$ cat src/rtl/tick_arbiter.sv
// tick_arbiter: round-robin scheduler sharing one tick slot among N requesters.
// Rising edges on req latch pending bits. Pending requesters are granted one at
// a time as one-cycle one-hot ticks, and at least GAP idle cycles follow each tick.
module tick_arbiter #(
    parameter int unsigned N   = 4,
    parameter int unsigned GAP = 2,
    parameter int unsigned CW  = 8
) (
    input  logic         clk,
    input  logic         rst_n,
    input  logic         en,
    input  logic         clr,
    input  logic [N-1:0] req,
    output logic [N-1:0] grant,
    output logic [N-1:0] pending,
    output logic [N-1:0] overrun,
    output logic         busy
);

    localparam int unsigned   PW       = (N > 1) ? $clog2(N) : 1;
    localparam logic [CW-1:0] GAP_LAST = CW'(GAP - 1);

    typedef enum logic [1:0] {
        IDLE = 2'd0,
        TICK = 2'd1,
        HOLD = 2'd2
    } state_t;

    state_t          state;
    state_t          state_nxt;
    logic [N-1:0]    req_prev;
    logic [N-1:0]    rise;
    logic [CW-1:0]   cnt;
    logic [CW-1:0]   cnt_nxt;
    logic [PW-1:0]   rr_ptr;
    logic [PW-1:0]   rr_nxt;
    logic [PW-1:0]   sel_idx;
    logic            sel_found;
    logic            launch;
    logic [N-1:0]    gmask;
    logic [N-1:0]    pending_nxt;
    logic [N-1:0]    overrun_nxt;

    assign rise = req & ~req_prev;
    assign busy = (state != IDLE);

    // Round-robin pick: first pending index at or after rr_ptr, wrapping modulo N
    always_comb begin
        sel_found = 1'b0;
        sel_idx   = '0;
        for (int unsigned k = 0; k < N; k++) begin
            if (!sel_found && pending[(32'(rr_ptr) + k) % N]) begin
                sel_found = 1'b1;
                sel_idx   = PW'((32'(rr_ptr) + k) % N);
            end
        end
    end

    // State register
    always_ff @(posedge clk or negedge rst_n) begin
        if (!rst_n) begin
            state <= IDLE;
        end else begin
            state <= state_nxt;
        end
    end

    // Next-state logic; clr forces IDLE
    always_comb begin
        state_nxt = state;
        case (state)
            IDLE: begin
                if (en && (pending != '0)) state_nxt = TICK;
            end
            TICK: begin
                if (GAP == 0) state_nxt = (en && (pending != '0)) ? TICK : IDLE;
                else          state_nxt = HOLD;
            end
            HOLD: begin
                if (cnt == GAP_LAST) state_nxt = (en && (pending != '0)) ? TICK : IDLE;
            end
            default: state_nxt = IDLE;
        endcase
        if (clr) state_nxt = IDLE;
    end

    // Output/datapath next values; a grant launches on every entry into TICK
    always_comb begin
        launch      = (state_nxt == TICK) && sel_found;
        gmask       = launch ? ({{(N-1){1'b0}}, 1'b1} << sel_idx) : '0;
        pending_nxt = clr ? '0 : ((pending & ~gmask) | rise);
        overrun_nxt = clr ? '0 : (overrun | (rise & pending & ~gmask));
        cnt_nxt     = ((state_nxt == HOLD) && (state == HOLD)) ? cnt + CW'(1) : '0;
        rr_nxt      = rr_ptr;
        if (launch) rr_nxt = (sel_idx == PW'(N - 1)) ? '0 : sel_idx + PW'(1);
    end

    // Registered grant, pending/overrun bits, gap counter, pointer and edge history
    always_ff @(posedge clk or negedge rst_n) begin
        if (!rst_n) begin
            grant    <= '0;
            pending  <= '0;
            overrun  <= '0;
            cnt      <= '0;
            rr_ptr   <= '0;
            req_prev <= '0;
        end else begin
            grant    <= gmask;
            pending  <= pending_nxt;
            overrun  <= overrun_nxt;
            cnt      <= cnt_nxt;
            rr_ptr   <= rr_nxt;
            req_prev <= req;
        end
    end

endmodule

$ cat config.mk
export PLATFORM = sky130hd
export DESIGN_NAME = tick_arbiter
export DESIGN_NICKNAME = d
export VERILOG_FILES = /design/src/rtl/tick_arbiter.sv
export SDC_FILE = /design/constraint.sdc
export NUM_CORES = 1
export LEC_CHECK = 0
export ABC_CLOCK_PERIOD_IN_PS = 2250
export BUFFER_PORTS_ARGS = -buffer_cell sky130_fd_sc_hd__buf_2
export CORE_MARGIN = 2
export CORE_UTILIZATION = 45
export DETAILED_ROUTE_END_ITERATION = 12
export PLACE_DENSITY = 0.64
export SYNTH_ARGS = -nofsm -noshare
export SYNTH_HDL_FRONTEND = slang
export SYNTH_SLANG_ARGS = --single-unit
$ cat constraint.sdc
create_clock -name clk -period 2.25 [get_ports clk]
set_input_delay 0.45 -clock clk [delete_from_list [all_inputs] [get_ports clk]]
set_output_delay 0.45 -clock clk [all_outputs]
set_load 0.02 [all_outputs]
==> results.md, run 1 <==
* Run status: finished clean
* Number of antenna violations at the first check in global routing at 0
* Cell Pwr Density at between 700 and 800 mW/mm^2
* Grt total ovfl at 0
* Dpl ws at 0.3748 ns
* Metal3 WL at 54 microns
* Setup Total Neg Slack at 0 ns
* Clk sinks at 28
* CTS tree: done
* DR vias at ~880
* Synthesis-to-layout area growth at 14.24%
* Vias in the first global route at 913
* H-Tree Depth at 1
* Top FF cell, synth: dfrtp_1
* Final routed wire length divided by cell count at 13.98 microns
* Synth warn at 0
* Least-Margin Pin Slew at 0.6119 ns
* FMAX at 531.0 MHz
* Die area at around 0.0034 sq mm
* Fillcell total at 256
* Placed inst area at 0.001453 sq mm
* Max Cap Violations at 0
* WS Path Type: reg2reg
* Fin crit share at 83.70%
* Seq/Total Area, Yosys at 53.18%
* IO buf count at 20
* R2r startpoint: rr_ptr[1]$_DFFE_PN0P_
* Synth Net Count at 121
* Synth top area cells: dfrtp_1, ha_1, nand2b_1
* DRT Wirelength at 2.251 mm
* Number of enable flip-flop cells after synthesis at 0
* Final worst path period need at 1.883 ns
* Worst endpoint required time at 2.50 ns
* Final Setup Violations at 0
* Area leader, netlist: dfrtp_1
* Crit-path cells: mux2i_1 > and2_0 > a311o_1 > ha_1 > nor3b_2 > o41ai_2
* Final core utilization at 54.58%
* Initial cell density of the core at 47.78%
* Diodes inserted at 0
* WL met1 at 990 microns
* Non-Filler Instances at ~160
* Largest net degree at the start of global routing at 29
* Post-CTS Setup Inserts at 0
* Synth Register Bits at 28
* Critical path's slowest cell: dfrtp_1
* Detail Route met2 WL at between 1 and 1.5 mm
* Fraction of layout cells with a size suffix above 1 at 30.00%
* First-pass GRT wire length at 4.043 mm
* Final Hold Viols at 0
* Leak Pwr at 0.7290 nW
* Cell area after layout at 0.001505 sq mm
* Core footprint at 0.002758 sq mm
* Max-slew violations at 0
* Arrival time at the worst endpoint at 2.13 ns
* Post-Syn Area at 0.001318 sq mm
* Root Buffer: clkbuf_4
* Rel. slew slack at 59.21%
* Die height at 58.11 microns
* Min Hold Slack at 0.09390 ns
* Crit Path Max Fanout at 6
* Highest metal used: met4
* Via density at 5.441
* ANT nets after route at 0
* Reg2Reg Depth at 6
* CTS Buf Count at 3
* Clock Path Buffers at 2
* Worst path max stage delay at 0.47 ns
* Layout net count at roughly 150
* DRT Pass-1 Iters at 4
* 1st-iter DRT viols at 14
* Multi-input gate area at between 500 and 600 sq um
* I/O Pins at 21
* Final clock skew at about 0.015 ns
* Unrepaired setup endpoints after global routing: false
* Worst setup SP type: flip-flop
* Sequential cell area at around 700 sq um
* Worst R2R End: overrun[2]$_DFF_PN0_
* Post_cts resized at 0
* Avg Cell Area, Syn at 12.31 sq um
* Peak supply drop at 0.0004907 V
* Detailed Place HPWL at 1.692 mm
* Residual DRC at 0
* Clock slew at the register clock pins of the worst setup and hold paths at around 0.16 ns
* Library cells used by synthesis at 32
* Tot GR Track Use at between 15 and 20%
* CP Capture Type: flip-flop
* Overall power at 1.115 mW
* Synth top area share at 53.18%
* Worst-skew pair later-pin latency at 0.34 ns
* Hold buffer count at CTS at 0
* R2R Setup Slk at roughly 0.37 ns
* HP Class: in2async
* Dpl cells at 157
* Post-synthesis cell count at between 100 and 150
* Die Width at 58.11 microns
* Num rows at 19
* Final worst slack at 0.3668 ns
* Ys async rst share at 100.0%
* RD Place Congestion at 0.7911
-- critical path: cells and delay by family (launching register included) --
family / cells / cell delay [ns]
AO/OA/AOI/OAI: 2 / 0.65
flip-flops: 1 / 0.47
AND/OR/NAND/NOR: 2 / 0.34
multiplexers: 1 / 0.14
adder cells (fa/ha/maj): 1 / 0.20
-- metal layers --
metal	up-vias	track usage, %
met5	-	0
met4	0	5.316
met3	4	2.009
met2	11	26.79
met1	433	20.23
li1	428	-
-- cell type report --
| class | count | area share (%) |
|---|---|---|
| sequential | 28 | 46.55 |
| multi-input combinational | 71 | 38.99 |
| timing repair buffer | 20 | 6.650 |
| tap | 31 | 2.577 |
| clock inverter | 1 | 1.995 |
| inverter | 7 | 1.746 |
| clock buffer | 3 | 1.496 |
-- cells in the final DEF, fill, tap and decap left out, types with 2 or more instances in the layout --
| cell type | synthesis | final |
|---|---|---|
| o22ai_1 | 2 | 2 |
| nor3b_2 | 4 | 4 |
| clkbuf_4 | 0 | 3 |
| o41ai_2 | 3 | 3 |
| ha_1 | 6 | 6 |
| dfrtp_1 | 28 | 28 |
| buf_2 | 0 | 20 |
| inv_1 | 7 | 7 |
| nand2b_1 | 9 | 9 |
| a21oi_1 | 2 | 2 |
| and3_1 | 2 | 2 |
| o32ai_1 | 3 | 3 |
| nand3_1 | 5 | 5 |
| mux2i_1 | 2 | 2 |
| nor2_1 | 11 | 11 |
| xor2_1 | 5 | 5 |
-- flip-flops by register name, indices dropped and copies added (netlist names) --
name	cells
cnt	8
grant	4
overrun	4
pending	4
req_prev	4
rr_ptr	2
state	2
-- kinds of logic (layout without fill, tap and decap cells) --
family,after synthesis,in the layout,synth area share (%)
mux,4,4,3.513
flops,28,28,53.18
fa+ha+maj,6,6,5.698
buf+inv,8,31,2.279
xor+xnor,6,6,3.989
simple gates,39,39,19.47
compound gates,16,16,11.87
-- power breakdown --
part	switching (mW)	internal (mW)	total (mW)
logic	0.110	0.0939	0.204
clock network	0.150	0.180	0.331
registers	0.0403	0.539	0.580
-- how the worst max path moves through the flow --
stage                                     start               endpoint  slack [ns]  cells past startpoint
after floorplan            pending[3]$_DFF_PN0_  rr_ptr[1]$_DFFE_PN0P_        0.42                      6
after global placement     pending[3]$_DFF_PN0_   overrun[0]$_DFF_PN0_        0.42                      6
after detailed placement  rr_ptr[1]$_DFFE_PN0P_   overrun[0]$_DFF_PN0_        0.37                      6
after CTS                 rr_ptr[1]$_DFFE_PN0P_   overrun[2]$_DFF_PN0_        0.35                      6
after global routing      rr_ptr[1]$_DFFE_PN0P_   overrun[2]$_DFF_PN0_        0.25                      6
final                     rr_ptr[1]$_DFFE_PN0P_   overrun[2]$_DFF_PN0_        0.37                      6
-- Yosys cell counts (2+ instances only) --
cell type / count
a21oi_1: 2
and3_1: 2
dfrtp_1: 28
ha_1: 6
inv_1: 7
mux2i_1: 2
nand2b_1: 9
nand3_1: 5
nor2_1: 11
nor3b_2: 4
o22ai_1: 2
o32ai_1: 3
o41ai_2: 3
xor2_1: 5
Power figures use the tool's default switching activity.
==> run 2, diff against run 1 <==
Settings changed: ABC_CLOCK_PERIOD_IN_PS 2250 to 1800.
Clock period 2.25 ns to 1.8 ns, I/O delays scaled along.
==> run 2 against run 1 <==
  * The flow now finishes with violations (setup timing)
  * Wire length increased by 12%
  * Power is 26% higher
  * Clock-buffer cell count rose by 1
  * First-iteration DRC count up 110%
  * Worst setup slack lost 0.38 ns
  * Sequential power grew 23%
  * Die area is the same
  * Combinational power rose by 83%
  * Global-route usage down 0.14 points
  * Largest cell class unchanged
==> results.md, run 2 (synthesized netlist as in run 1, its figures left out) <==
* First-pass GRT wire length at 3.933 mm
* Initial cell density of the core at 47.78%
* Clk sinks at 28
* Setup Total Neg Slack at -0.01323 ns
* H-Tree Depth at 1
* Critical path buffers and inverters at 1
* Via density at roughly 5.4
* Core footprint at 0.002758 sq mm
* RD Place Congestion at 0.7592
* Tot GR Track Use at 15.41%
* Grt total ovfl at 0
* Die height at 58.11 microns
* I/O Pins at 21
* Run status: finished, violations left
* Leak Pwr at 0.7818 nW
* Non-Filler Instances at 171
* Number of flip-flops in the largest register at 8
* Worst-skew pair later-pin latency at about 0.34 ns
* Final clock skew at 0.01011 ns
* Clock Path Buffers at 2
* IO buf count at 20
* Final Setup Violations at 2
* Peak supply drop at 0.0006226 V
* Least-Margin Pin Slew at around 0.62 ns
* Fraction of layout cells with a size suffix above 1 at between 40% and 50%
* Residual DRC at 0
* Layout net count at about 160
* Vias in the first global route at 897
* Num rows at 19
* Fillcell total at roughly 240
* ANT nets after route at 0
* Reg2Reg Depth at 7
* Commonest non-fill, non-tap cell in the layout: dfrtp_1
* Arrival time at the worst endpoint at 2.03 ns
* Worst path max stage delay at 0.43 ns
* HP Class: in2async
* Die area at 0.003377 sq mm
* Worst endpoint required time at 2.02 ns
* Synthesis-to-layout area growth at 24.31%
* R2R Setup Slk at -0.01 ns
* Max-slew violations at 0
* FMAX at 552.2 MHz
* CTS Buf Count at 3
* Crit path max-delay family: compound AO/OA/AOI/OAI gates
* Dpl cells at 163
* Min Hold Slack at approximately 0.011 ns
* DRT Pass-1 Iters at 4
* R2r startpoint: rr_ptr[1]$_DFFE_PN0P_
* Critical path's slowest cell: dfrtp_1
* DRT Wirelength at 2.518 mm
* Max Cap Violations at 0
* Unrepaired setup endpoints after global routing: true
* Crit Path Max Fanout at 4
* Final worst path period need at 1.811 ns
* Cell Pwr Density at 856.2 mW/mm^2
* WS Path Type: reg2reg
* Final routed wire length divided by cell count at around 15 microns
* Worst setup SP type: flip-flop
* Largest register by flop count: cnt
* Largest net degree at the start of global routing at 29
* DR vias at 920
* Diodes inserted at 0
* Worst R2R End: pending[1]$_DFF_PN0_
* Commonest non-fill, non-tap cells in the layout: dfrtp_1, buf_2, nor2_1, buf_4, nand2b_1
* Fin crit share at 100.6%
* Failing checks: setup timing
* CTS tree: done
* Detailed Place HPWL at 1.738 mm
* Number of antenna violations at the first check in global routing at 0
* Final worst slack at -0.01109 ns
* Root Buffer: clkbuf_4
* CP Capture Type: flip-flop
* Crit-path cells: mux2i_1 > and2_1 > a311o_1 > inv_2 > ha_4 > nor3b_4 > o32ai_2
* Die Width at 58.11 microns
* Final Hold Viols at 0
* 1st-iter DRT viols at 29
* Clock slew at the register clock pins of the worst setup and hold paths at 0.15 ns
* Rel. slew slack at 58.72%
run 2: cell count changes in the layout (fill, tap and decap cells not counted), moves of 2 or more:
cell / change
dfrtp_1: -2
nor3b_4: +2
buf_4: +10
ha_4: +2
nor3b_2: -2
ha_1: -3
dfrtp_2: +2
run 2: worst max path at each step:
stage	startpoint	end	slack, ns	cells past startpoint
floorplan	pending[3]$_DFF_PN0_	rr_ptr[1]$_DFFE_PN0P_	0.06	6
global placement	rr_ptr[1]$_DFFE_PN0P_	overrun[2]$_DFF_PN0_	0.05	6
detailed placement	rr_ptr[1]$_DFFE_PN0P_	pending[1]$_DFF_PN0_	0.01	7
CTS	rr_ptr[1]$_DFFE_PN0P_	overrun[1]$_DFF_PN0_	0.02	6
global route	rr_ptr[1]$_DFFE_PN0P_	pending[1]$_DFF_PN0_	-0.09	7
finish	rr_ptr[1]$_DFFE_PN0P_	pending[1]$_DFF_PN0_	-0.01	7
run 2: what timing repair did:
item	CTS	global route
endpoints found under the hold margin	0	0
hold buffers	0	0
endpoints found under the setup margin	3	9
setup buffers	0	4
pin swaps	1	8
gates resized for setup	1	14
run 2: per-stage QoR:
| stage | cell area (sq um) | power [mW] | setup WS [ns] | util [%] |
|---|---|---|---|---|
| floorplan | 1319 | 0.9121 | 0.06133 | - |
| global placement | 1499 | 1.005 | 0.04975 | 54.36 |
| detailed placement | 1499 | 1.017 | 0.01117 | 54.36 |
| CTS | 1541 | 1.330 | 0.02304 | 55.90 |
| global route | 1638 | 1.471 | -0.09280 | 59.39 |
| finish | 1638 | 1.402 | -0.01109 | 59.39 |
run 2: area by class of cell:
cell class | instances | area [sq um] | share of cell area, %
timing repair buffer | 30 | 175.2 | 10.70
tap | 31 | 38.79 | 2.368
multi-input combinational | 71 | 658.1 | 40.18
sequential | 28 | 703.2 | 42.93
inverter | 7 | 26.28 | 1.604
clock buffer | 4 | 36.28 | 2.215
run 2: report_power, final:
group	total (mW)	internal [mW]	switching [mW]
sequential	0.716	0.675	0.0413
combinational	0.374	0.184	0.190
clock	0.312	0.124	0.187
total	1.40	0.983	0.419
run 2: layer usage:
layer	global-route usage, %	up-vias	wire length, microns
li1	-	445	-
met1	19.80	452	1080
met5	0	-	0
met2	25.49	19	1318
met4	6.977	0	38
met3	2.679	4	82
==> run 3, diff against run 2 <==
Settings changed: CORE_UTILIZATION 45 to 40, PLACE_DENSITY 0.64 to 0.58.
==> run 3 against run 2 <==
  * The run now ends clean
  * Flip-flop and latch count unchanged
  * Register-to-register slack improved by 0.08 ns
  * Clock power decreased by 3%
  * Largest cell class unchanged
  * Largest power group unchanged
==> results.md, run 3 (synthesized netlist as in run 1, its figures left out) <==
* Run status: finished clean
* Rel. slew slack at 59.12%
* Tot GR Track Use at 14.57%
* Dpl cells at 175
* Critical path's slowest cell: dfrtp_1
* Number of flip-flops in the largest register at 8
* Final Setup Violations at 0
* Cell Pwr Density at 836.2 mW/mm^2
* Largest register by flop count: cnt
* Final worst path period need at 1.736 ns
* Core footprint at between 0.003 and 0.004 sq mm
* Leak Pwr at about 0.76 nW
* Die height at 61.39 microns
* DRT Wirelength at around 2.4 mm
* ANT nets after route at 0
* Crit-path cells: mux2i_1 > and2_0 > a311o_1 > ha_1 > nor3b_2 > o41ai_2
* R2R Setup Slk at about 0.064 ns
* Die area at 0.003769 sq mm
* R2r startpoint: rr_ptr[1]$_DFFE_PN0P_
* Least-Margin Pin Slew at 0.6132 ns
* Synthesis-to-layout area growth at 21.56%
* RD Place Congestion at 0.8148
* Crit path to: overrun[2]$_DFF_PN0_
* DR vias at 891
* Grt total ovfl at 0
* Root Buffer: clkbuf_4
* DRT Pass-1 Iters at 4
* Largest net degree at the start of global routing at 29
* Placed inst area at 0.001508 sq mm
* Non-Filler Instances at about 180
* Die Width at about 60 microns
* Clk sinks at 28
* 1st-iter DRT viols at 51
* H-Tree Depth at 1
* Clock Path Buffers at 2
* Hold buffer count at CTS at 0
* Max Cap Violations at 0
* Residual DRC at 0
* Crit Path Max Fanout at 4
* Commonest non-fill, non-tap cells in the layout: dfrtp_1, buf_2, nor2_1, nand2b_1, buf_4
* Number of antenna violations at the first check in global routing at 0
* Max-slew violations at 0
* Worst setup SP type: flip-flop
* Final routed wire length divided by cell count at 13.21 microns
* FMAX at between 500 and 600 MHz
* Detailed Place HPWL at 1.726 mm
* Diodes inserted at 0
* Worst R2R End: overrun[2]$_DFF_PN0_
* IO buf count at 20
* Fillcell total at 300
* Worst-skew pair later-pin latency at 0.32 ns
* Commonest non-fill, non-tap cell in the layout: dfrtp_1
* Num rows at 20
* Fraction of layout cells with a size suffix above 1 at 36.96%
* Sequential cell area at between 700 and 800 sq um
* Peak supply drop at approximately 0.00035 V
* WS Path Type: reg2reg
* Overall power at 1.339 mW
* CP Launch Point: rr_ptr[1]$_DFFE_PN0P_
* Multi-input gate area at 620.6 sq um
* Setup Total Neg Slack at 0 ns
* First-pass GRT wire length at 4.029 mm
* Clock slew at the register clock pins of the worst setup and hold paths at 0.15 ns
* CTS tree: done
* Final clock skew at 0.003288 ns
* Initial cell density of the core at a little over two fifths
* Min Hold Slack at 0.02429 ns
* Unrepaired setup endpoints after global routing: true
* Cell area after layout at 0.001602 sq mm
* CP Capture Type: flip-flop
* Reg2Reg Depth at 6
* HP Class: in2async
* Arrival time at the worst endpoint at 1.96 ns
* Fin crit share at 96.45%
* I/O Pins at 21
* Worst endpoint required time at just over 2 ns
* Vias in the first global route at 871
* Worst path max stage delay at 0.44 ns
* Final Hold Viols at 0
* Layout net count at around 150
* CTS Buf Count at 3
* Via density at 4.896
[run 3: area by class of cell]
type | instances | area share, %
Inverter | 7 | 1.641
Multi-Input combinational cell | 71 | 38.75
Tap cell | 44 | 3.437
Timing Repair Buffer | 28 | 10.00
Clock buffer | 4 | 2.266
Sequential cell | 28 | 43.91
[run 3: worst min-delay path by stage]
stage	end	slack, ns	depth (start not counted)
2_1_floorplan	cnt[0]$_DFF_PN0_	0.06	0
3_3_place_gp	pending[1]$_DFF_PN0_	0.41	1
3_5_place_dp	pending[1]$_DFF_PN0_	0.42	1
4_1_cts	state[0]$_DFF_PN0_	0.04	1
5_1_grt	pending[1]$_DFF_PN0_	0.04	1
6_report	pending[1]$_DFF_PN0_	0.02	1
[run 3: metal layers]
| metal | vias up | part of all wire, % | global-route usage (%) |
|---|---|---|---|
| li1 | 439 | - | - |
| met1 | 435 | 49 | 19.73 |
| met2 | 15 | 48 | 23.25 |
| met3 | 2 | 3.1 | 2.941 |
| met4 | 0 | 0.54 | 5.471 |
| met5 | - | 0 | 0 |
[run 3: metrics by stage]
step | utilization, % | setup WS (ns)
finish | 51.61 | 0.06395
global route | 51.61 | -0.06648
CTS | 49.76 | 0.03174
detailed placement | 48.59 | -0.02014
global placement | 48.59 | 0.03322
floorplan | - | 0.06133
[run 3: timing repair]
item                                    4_1_cts  5_1_grt
setup buffers                                 0        3
pin swaps                                     3        1
endpoints found under the setup margin        4       17
gates cloned                                  0        0
gates resized for setup                       0        8
[run 3: report_power, final]
| group | internal (mW) | switching (mW) | total [mW] |
|---|---|---|---|
| Clock | 0.124 | 0.181 | 0.304 |
| Sequential | 0.675 | 0.0432 | 0.718 |
| Combinational | 0.156 | 0.160 | 0.317 |
| Total | 0.955 | 0.384 | 1.34 |
[run 3: worst max-delay path, delay by kind of cell (launching register included)]
| family | cells | cell delay, ns |
|---|---|---|
| flip-flops | 1 | 0.44 |
| AND/OR/NAND/NOR | 2 | 0.32 |
| adder cells (fa/ha/maj) | 1 | 0.19 |
| multiplexers | 1 | 0.13 |
| AO/OA/AOI/OAI | 2 | 0.56 |
